$ cat src/rtl/knight_cmd_sequencer.sv
// knight_cmd_sequencer
// Buffers 16-bit Knight commands in a FIFO and issues them one at a time to
// RemoteComm. It waits for cmd_snt and then for the response byte before it
// issues the next command. A response other than ACK, or no response within
// TMO_CLKS clocks of cmd_snt, aborts the run and flushes the buffer.
//
// state       | meaning
// ------------+-----------------------------------------------------------
// S_IDLE      | accepting writes; waiting for go with a non-empty buffer
// S_LOAD      | copy head-of-buffer command onto cmd
// S_SEND      | snd_cmd pulse for one clock
// S_WAIT_SNT  | waiting for RemoteComm to finish transmitting
// S_WAIT_RESP | response timer running; waiting for the response byte
// S_FIN       | every command acked; done pulse
// S_FAIL      | bad response or timeout; buffer flushed
module knight_cmd_sequencer #(
  parameter int          DEPTH    = 16,
  parameter logic [23:0] TMO_CLKS = 24'hFFFFFF,
  parameter logic [7:0]  ACK      = 8'hA5,
  localparam int         AW       = $clog2(DEPTH)
) (
  input  logic          clk,
  input  logic          rst,
  input  logic          wr_en,
  input  logic [15:0]   wr_cmd,
  input  logic          go,
  input  logic          cmd_snt,
  input  logic          resp_rdy,
  input  logic [7:0]    resp,
  output logic [15:0]   cmd,
  output logic          snd_cmd,
  output logic          busy,
  output logic          done,
  output logic          err,
  output logic [1:0]    err_code,
  output logic [AW-1:0] err_idx,
  output logic [AW:0]   count
);

  typedef enum logic [2:0] {
    S_IDLE,
    S_LOAD,
    S_SEND,
    S_WAIT_SNT,
    S_WAIT_RESP,
    S_FIN,
    S_FAIL
  } state_t;

  localparam logic [AW:0] FULL = (AW+1)'(DEPTH);
  localparam logic [AW:0] ONE  = (AW+1)'(1);

  state_t        state, state_nxt;
  logic [15:0]   mem [DEPTH];
  logic [AW-1:0] wr_ptr, rd_ptr;
  logic [AW-1:0] n_acked;
  logic [23:0]   tmr;

  logic go_ok, wr_ok, ack_ok, nak, tmo;

  assign go_ok  = (state == S_IDLE) && go && (count != '0);
  assign wr_ok  = (state == S_IDLE) && wr_en && (count != FULL);
  assign ack_ok = (state == S_WAIT_RESP) && resp_rdy && (resp == ACK);
  assign nak    = (state == S_WAIT_RESP) && resp_rdy && (resp != ACK);
  // The timer reaching zero without a response is a timeout; a resp_rdy in
  // the same clock takes priority.
  assign tmo    = (state == S_WAIT_RESP) && !resp_rdy && (tmr == '0);

  // State register.
  always_ff @(posedge clk) begin
    if (rst) state <= S_IDLE;
    else     state <= state_nxt;
  end

  // Next-state selection.
  always_comb begin
    state_nxt = state;
    case (state)
      S_IDLE:      if (go_ok) state_nxt = S_LOAD;
      S_LOAD:      state_nxt = S_SEND;
      S_SEND:      state_nxt = S_WAIT_SNT;
      S_WAIT_SNT:  if (cmd_snt) state_nxt = S_WAIT_RESP;
      S_WAIT_RESP: begin
        if (ack_ok)   state_nxt = (count == ONE) ? S_FIN : S_LOAD;
        else if (nak) state_nxt = S_FAIL;
        else if (tmo) state_nxt = S_FAIL;
      end
      S_FIN:       state_nxt = S_IDLE;
      S_FAIL:      state_nxt = S_IDLE;
      default:     state_nxt = S_IDLE;
    endcase
  end

  // Strobes and busy, decoded from the current state.
  always_comb begin
    snd_cmd = (state == S_SEND);
    done    = (state == S_FIN);
    busy    = (state == S_LOAD) || (state == S_SEND) ||
              (state == S_WAIT_SNT) || (state == S_WAIT_RESP);
  end

  // Command storage; the storage itself needs no reset because the pointers
  // and count define what is valid.
  always_ff @(posedge clk) begin
    if (!rst && wr_ok) mem[wr_ptr] <= wr_cmd;
  end

  // Pointers, count, presented command, response timer and error reporting.
  always_ff @(posedge clk) begin
    if (rst) begin
      wr_ptr   <= '0;
      rd_ptr   <= '0;
      count    <= '0;
      cmd      <= '0;
      tmr      <= '0;
      n_acked  <= '0;
      err      <= 1'b0;
      err_code <= 2'b00;
      err_idx  <= '0;
    end else begin
      if (wr_ok) begin
        wr_ptr <= wr_ptr + 1'b1;
        count  <= count + 1'b1;
      end
      if (go_ok) begin
        err      <= 1'b0;
        err_code <= 2'b00;
        err_idx  <= '0;
        n_acked  <= '0;
      end
      if (state == S_LOAD) cmd <= mem[rd_ptr];
      // Down-counter loaded so that it hits zero on the TMO_CLKS-th clock
      // after cmd_snt.
      if ((state == S_WAIT_SNT) && cmd_snt)
        tmr <= TMO_CLKS - 24'd1;
      else if ((state == S_WAIT_RESP) && (tmr != '0))
        tmr <= tmr - 24'd1;
      if (ack_ok) begin
        rd_ptr  <= rd_ptr + 1'b1;
        count   <= count - 1'b1;
        n_acked <= n_acked + 1'b1;
      end
      if (nak || tmo) begin
        err      <= 1'b1;
        err_code <= nak ? 2'b01 : 2'b10;
        err_idx  <= n_acked;
      end
      if (state == S_FAIL) begin
        wr_ptr <= '0;
        rd_ptr <= '0;
        count  <= '0;
      end
    end
  end

endmodule
$ cat config.mk
export PLATFORM = sky130hd
export DESIGN_NAME = knight_cmd_sequencer
export DESIGN_NICKNAME = d
export VERILOG_FILES = /design/src/rtl/knight_cmd_sequencer.sv
export SDC_FILE = /design/constraint.sdc
export NUM_CORES = 1
export LEC_CHECK = 0
export ABC_AREA = 0
export CORE_UTILIZATION = 39
export DETAILED_ROUTE_END_ITERATION = 8
export GPL_TIMING_DRIVEN = 0
export SKIP_CTS_REPAIR_TIMING = 1
export SYNTH_ARGS = -nofsm -noshare
export SYNTH_HDL_FRONTEND = slang
export SYNTH_SLANG_ARGS = --single-unit
$ cat constraint.sdc
create_clock -name clk -period 3.6 [get_ports clk]
set_clock_uncertainty 0.1 [all_clocks]
set_input_delay 1.08 -clock clk [delete_from_list [all_inputs] [get_ports clk]]
set_output_delay 1.08 -clock clk [all_outputs]
set_load 0.01 [all_outputs]
==> results by group, run 1 <==
GRT
  • Largest net degree at the start of global routing: 17
  • Vias in the first global route: approximately 7300
  • First-pass GRT wire length: approximately 44000 um
  • Initial antenna violation count: 0
  • Total gr overflow: 0
  • Total track usage: between 15 and 20%

Final layout
  • Non-Filler Instances: approximately 1400
  • N_diodes: 0
  • FF+latch area: about 9000 um^2
  • Multi-input gate area: ~3800 um^2
  • Fraction of layout cells with a size suffix above 1: a little under a fifth
  • Number of fill cells: ~2700
  • Final core utilization: between 40% and 50%
  • Synthesis-to-layout area growth: 20.7%
  • Nets: 946

Synth
  • Post-synth top flop: edfxtp_1
  • Asr flop ratio synth: 0%
  • Yosys top cell by area: edfxtp_1
  • Top cells by area, synth: edfxtp_1 59%, mux4_2 11%, dfxtp_1 10%, mux2i_1 2.6%, a21oi_1 1.7%
  • Top-count cell post-synth: edfxtp_1
  • Register area share after synthesis: 69.8%
  • Synth Area per Inst: roughly 16 um^2
  • Post-Syn Nets: around 830
  • Netlist cell types: between 40 and 50
  • Post-synthesis register bit count: approximately 320
  • Cells after synthesis: 790
  • Synth cell count leaders: 256 x edfxtp_1, 67 x dfxtp_1, 64 x mux4_2, 57 x nor2_1, 44 x a21oi_1
  • Synth warnings: 0
  • Yosys top cell area share: approximately three fifths
  • Post-synth EDFFs: between 200 and 300
  • Mapped cell area: 12900 um^2

Hold path
  • Min-Delay Path Class: register to register

Power and ir drop
  • Switching Fraction: about 25%
  • PwrDens: about 570 nW/um^2
  • Logic pwr share: 12.5%
  • Flop pwr share: 48.4%
  • Sw Pwr: between 2000 and 2500 uW
  • Max IR drop VDD: roughly 0.33 mV
  • Leakage power: a little under 0.005 uW
  • Tot Pwr: ~8900 uW
  • Clock network power share: 39.1%
  • P_int: approximately 6600 uW

Die
  • FP Rows: 66
  • Die Ht: about 180 um
  • DIE AREA: 33900 um^2
  • I/O Pins: 61
  • Width of the die: between 150 and 200 um
  • Core Region: around 33000 um^2
  • Starting Density: between 30% and 40%

Timing
  • RSZ-0062 raised after global routing: true
  • Slew margin rel.: between 20% and 30%
  • Final Hold Fails: 0
  • Setup tns final: 0 ps
  • Final period util: 99.1%
  • Tightest Pin Transition: 1080 ps
  • Fin crit period: roughly 3600 ps
  • Setup violators final: 0
  • Setup ws final: around 34 ps
  • Max Slew Vio Count: 0
  • Peak Freq: 280 MHz

Drt
  • 1st-pass router iterations: 4
  • Wire per inst: around 21 um
  • Total routed wirelength: 28400 um
  • 1st-iter DRT viols: 567
  • Post-DR vias/cell: between 5 and 6
  • Post-DRT Antenna Nets: 0
  • DRC viols: 0
  • Vias post-DR: roughly 7300

Placed design
  • Placer Congestion: approximately 0.8
  • Dpl cells: approximately 1300
  • Port Buffer Count: 60
  • Dpl ws: -535 ps
  • HPWL Detailed: 18700 um

Critical path
  • Critical path fanouts, max: 11
  • Worst EP arrival: between 3000 and 4000 ps
  • Critical Path RT: between 3000 and 4000 ps
  • Critical Path Source Type: input port
  • Critical Path Sink Type: register
  • Critical path type: input port to register

Clock network
  • CTS Sinks: 323
  • Skew-Pair Late Insertion Delay: 510 ps
  • Root Buffer Master: clkbuf_16
  • Worst-path clk slew: ~60 ps
  • Total CTS buffers: 36
  • Max H-tree Level: 2
  • CTS tree: yes
  • Clock buffer depth: 3

Run
  • Max_cap viols: 0

Run status
  • Status: finished, final reports clean
final timing paths:
kind	cells past startpoint	slack [ps]	startpoint	end
worst max-delay path	7	30	wr_en	mem[2][10]$_DFFE_PP_
worst min register to register	2	370	err$_SDFFE_PP0P_	err$_SDFFE_PP0P_
worst min-delay path	2	370	err$_SDFFE_PP0P_	err$_SDFFE_PP0P_
worst max register to register	7	470	state[1]$_SDFFE_PP0P_	mem[2][10]$_DFFE_PP_
sequential cells by signal (all words and copies together) (netlist names):
| signal | count |
|---|---|
| mem | 256 |
| tmr | 24 |
| cmd | 16 |
| count | 5 |
| err_idx | 4 |
| n_acked | 4 |
| rd_ptr | 4 |
| wr_ptr | 4 |
| state | 3 |
| err_code | 2 |
| err | 1 |
metrics by stage:
| stage | instance area [um^2] | hold WS [ps] |
|---|---|---|
| floorplan | 13000 | 353 |
| global placement | 14100 | 347 |
| detailed placement | 14500 | 360 |
| CTS | 15600 | 368 |
| global route | 15600 | 413 |
| finish | 15600 | 370 |
per-layer routing:
| layer | routed length, um | up-vias | track usage [%] | part of all wire, % |
|---|---|---|---|---|
| met3 | 1190 | 44 | 3.34 | 4.2 |
| li1 | - | 3347 | - | - |
| met5 | 0 | - | 0 | 0 |
| met1 | 13200 | 3695 | 24.6 | 46 |
| met4 | 544 | 0 | 4.83 | 1.9 |
| met2 | 13500 | 171 | 27.5 | 48 |
area by class of cell:
| type | count | area share, % |
|---|---|---|
| timing repair buffer | 76 | 5.70 |
| buffer | 41 | 1.10 |
| clock buffer | 45 | 5.98 |
| inverter | 11 | 0.264 |
| sequential | 323 | 57.8 |
| tap | 442 | 3.54 |
| multi-input combinational | 415 | 24.5 |
| clock inverter | 20 | 1.15 |
worst max-delay path, cell delays in order:
cell and delay (ps):
clkdlybuf4s50_1 470, or4b_1 510, a31oi_1 220, buf_2 310
nand3_1 360, nor3_4 480, buf_8 230
cells by family (layout without fill, tap and decap cells):
kind of cell / count (synthesis) / count (layout) / share of synthesized area [%]
AO/OA/AOI/OAI: 106 / 106 / 4.67
XOR/XNOR: 33 / 33 / 2.23
adder cells (fa/ha/maj): 12 / 12 / 1.16
buffers and inverters: 52 / 193 / 1.64
flip-flops: 323 / 323 / 69.8
multiplexers: 97 / 97 / 13.7
AND/OR/NAND/NOR: 167 / 167 / 6.82
placed cells by master, fill, tap and decap left out, types with 4 or more instances in the layout:
master	count
or3_1	4
clkbuf_16	36
a31oi_1	5
ha_1	12
buf_16	4
nor2_4	8
xnor2_1	11
nor3_4	4
o21ai_0	30
buf_2	14
nor2_1	45
mux4_2	64
o211ai_1	16
nand4_1	6
buf_8	12
or4_1	5
inv_1	11
mux2i_1	33
nor4_1	7
buf_1	5
clkinv_1	9
xor2_1	22
nand2_1	21
nor2_2	4
clkbuf_1	31
a21oi_1	44
dfxtp_1	67
nand3_1	18
nand2b_1	4
nor3_1	16
clkdlybuf4s50_1	60
edfxtp_1	256
power groups by stage:
| stage | clock, uW | sequential [uW] | combinational, uW |
|---|---|---|---|
| after detailed placement | 0 | 4370 | 1100 |
| final | 3470 | 4290 | 1110 |
| after floorplan | 0 | 4360 | 615 |
| after global routing | 3690 | 4310 | 1220 |
| after CTS | 3540 | 4290 | 1100 |
| after global placement | 0 | 4370 | 1060 |
No activity file was read; power rests on OpenSTA's default activity.
==> run 2: changes to the inputs <==
--- a/config.mk
+++ b/config.mk
@@ -6,6 +6,7 @@
 export NUM_CORES = 1
 export LEC_CHECK = 0
 export ABC_AREA = 0
+export CORE_MARGIN = 2
 export CORE_UTILIZATION = 39
 export DETAILED_ROUTE_END_ITERATION = 8
 export GPL_TIMING_DRIVEN = 0
==> run 2 against run 1 <==
  * Clock-buffer cell count is 5 higher
  * Global-route usage is 0.74 points lower
  * Register-to-register slack hardly changed
  * Clock power hardly changed
  * Cell count hardly changed
  * Via count is 0.41% higher
  * Non-clock buffer count stayed put
  * Utilization is 0.27 points lower
  * Critical path type unchanged
  * Critical endpoint is now mem[10][0]$_DFFE_PP_
==> results by group, run 2 (synthesis results as in run 1) <==
Final layout
  • Nets: 945
  • Fraction of layout cells with a size suffix above 1: 18.3%
  • Number of fill cells: 2800
  • Most frequent cells in the layout: 256 x edfxtp_1, 67 x dfxtp_1, 64 x mux4_2
  • Max FFs per register: between 200 and 300
  • Synthesis-to-layout area growth: 20.1%
  • Top flop regs: mem: 256 flops, tmr: 24 flops, cmd: 16 flops
  • N_diodes: 0
  • Largest Register: mem
  • Commonest non-fill, non-tap cell in the layout: edfxtp_1

Timing
  • Slew margin rel.: roughly 34%
  • RSZ-0062 raised after global routing: true
  • Max Slew Vio Count: 0
  • Fin crit period: between 3000 and 4000 ps
  • Setup tns final: 0 ps
  • Setup ws final: 45.4 ps
  • Final period util: between 90% and 100%
  • Hold Slack: between 300 and 400 ps
  • Tightest Pin Transition: approximately 990 ps
  • Setup violators final: 0
  • Peak Freq: approximately 280 MHz
  • Final Hold Fails: 0

Die
  • Width of the die: about 190 um
  • Starting Density: between 30% and 40%
  • FP Rows: 66
  • DIE AREA: about 35000 um^2
  • Die Ht: ~190 um
  • Core Region: 32600 um^2
  • I/O Pins: between 60 and 70

Drt
  • Post-DRT Antenna Nets: 0
  • 1st-iter DRT viols: roughly 600
  • DRC viols: 0
  • Total routed wirelength: roughly 28000 um
  • 1st-pass router iterations: 5
  • Vias post-DR: about 7300
  • Wire per inst: just over 20 um
  • Post-DR vias/cell: 5.31

Critical path
  • Critical Path Max Stage Delay: 600 ps
  • Buf+Inv Stages, Crit Path: 3
  • Critical Path Sink Type: register
  • Critical path fanouts, max: 10
  • Worst EP arrival: around 3700 ps
  • Worst-path cell chain: clkdlybuf4s50_1 > or4b_1 > a31oi_1 > buf_2 > nand3_1 > nor2_2 > buf_8
  • Crit-path slowest cell: nor2_2
  • Critical path's top delay family: simple AND/OR/NAND/NOR gates
  • Critical Path Source Type: input port
  • Critical path type: input port to register
  • Critical Path RT: around 3700 ps

Run status
  • Status: finished, final reports clean

Power and ir drop
  • Leakage power: 0.00483 uW
  • PwrDens: 570 nW/um^2
  • Sw Pwr: roughly 2200 uW
  • Switching Fraction: approximately 25%
  • Clock network power share: between 30 and 40%
  • Logic pwr share: between 10% and 20%
  • Flop pwr share: roughly 49%
  • Max IR drop VDD: 0.526 mV
  • P_int: around 6700 uW

Clock network
  • Worst-path clk slew: approximately 60 ps
  • CTS tree: yes
  • Skew-Pair Late Insertion Delay: 520 ps
  • CTS Sinks: around 320
  • Max H-tree Level: 2
  • Total CTS buffers: 35
  • Root Buffer Master: clkbuf_16
  • Clock buffer depth: 3

Placed design
  • Placer Congestion: ~0.77
  • HPWL Detailed: ~19000 um
  • Dpl ws: -570 ps
  • Port Buffer Count: 60

GRT
  • Largest net degree at the start of global routing: 17
  • Total gr overflow: 0
  • First-pass GRT wire length: about 43000 um
  • Vias in the first global route: 7160
  • Total track usage: between 15 and 20%
  • Initial antenna violation count: 0

Hold path
  • Min-Delay Path Class: register to register

Run
  • Max_cap viols: 0
[run 2: cell count changes in the layout (fill, tap and decap cells not counted), moves of 3 or more]
| cell | previous run | this run |
|---|---|---|
| buf_16 | 4 | 0 |
| clkbuf_8 | 0 | 4 |
| nor2_2 | 4 | 9 |
| nor2_4 | 8 | 3 |
| clkinv_1 | 9 | 3 |
| buf_8 | 12 | 15 |
[run 2: metrics by stage]
step | instance area (um^2) | instances | total power (uW) | util [%]
5_1_grt | 15500 | 1372 | 9210 | 47.6
2_1_floorplan | 13000 | 790 | 4980 | -
3_3_place_gp | 14100 | 1292 | 5410 | 43.3
4_1_cts | 15500 | 1371 | 8910 | 47.5
3_5_place_dp | 14400 | 1307 | 5450 | 44.1
6_report | 15500 | 1372 | 8850 | 47.6
[run 2: layout make-up]
class | instances | area [um^2] | area share [%]
Timing Repair Buffer | 76 | 846 | 5.45
Buffer | 41 | 171 | 1.10
Multi-Input combinational cell | 415 | 3790 | 24.4
Sequential cell | 323 | 9030 | 58.1
Inverter | 11 | 41.3 | 0.266
Clock buffer | 50 | 972 | 6.26
Clock inverter | 14 | 134 | 0.862
Tap cell | 442 | 553 | 3.56
[run 2: worst reg2reg max path: cells and delay by family (launching register included)]
family	cells	cell delay, ps
buf+inv	3	710
compound gates	1	210
simple gates	3	1500
flops	1	310
[run 2: path summary, 6_finish.rpt]
| path | from | to | slack (ps) | cells past startpoint |
|---|---|---|---|---|
| worst max-delay path | wr_en | mem[10][0]$_DFFE_PP_ | 50 | 7 |
| worst min-delay path | err$_SDFFE_PP0P_ | err$_SDFFE_PP0P_ | 360 | 2 |
| worst max register to register | state[1]$_SDFFE_PP0P_ | mem[10][0]$_DFFE_PP_ | 480 | 7 |
| worst min register to register | err$_SDFFE_PP0P_ | err$_SDFFE_PP0P_ | 360 | 2 |
[run 2: metal layers]
metal,wire (um),track usage [%]
met5,0,0
met1,13300,24.3
met3,1150,2.71
met2,13400,26.3
met4,347,4.09
[run 2: power by group through the flow]
stage | Clock, uW | Combinational, uW | Sequential [uW]
2_1_floorplan | 0 | 615 | 4360
3_3_place_gp | 0 | 1040 | 4370
3_5_place_dp | 0 | 1080 | 4370
4_1_cts | 3530 | 1080 | 4300
5_1_grt | 3700 | 1210 | 4310
6_report | 3460 | 1090 | 4290
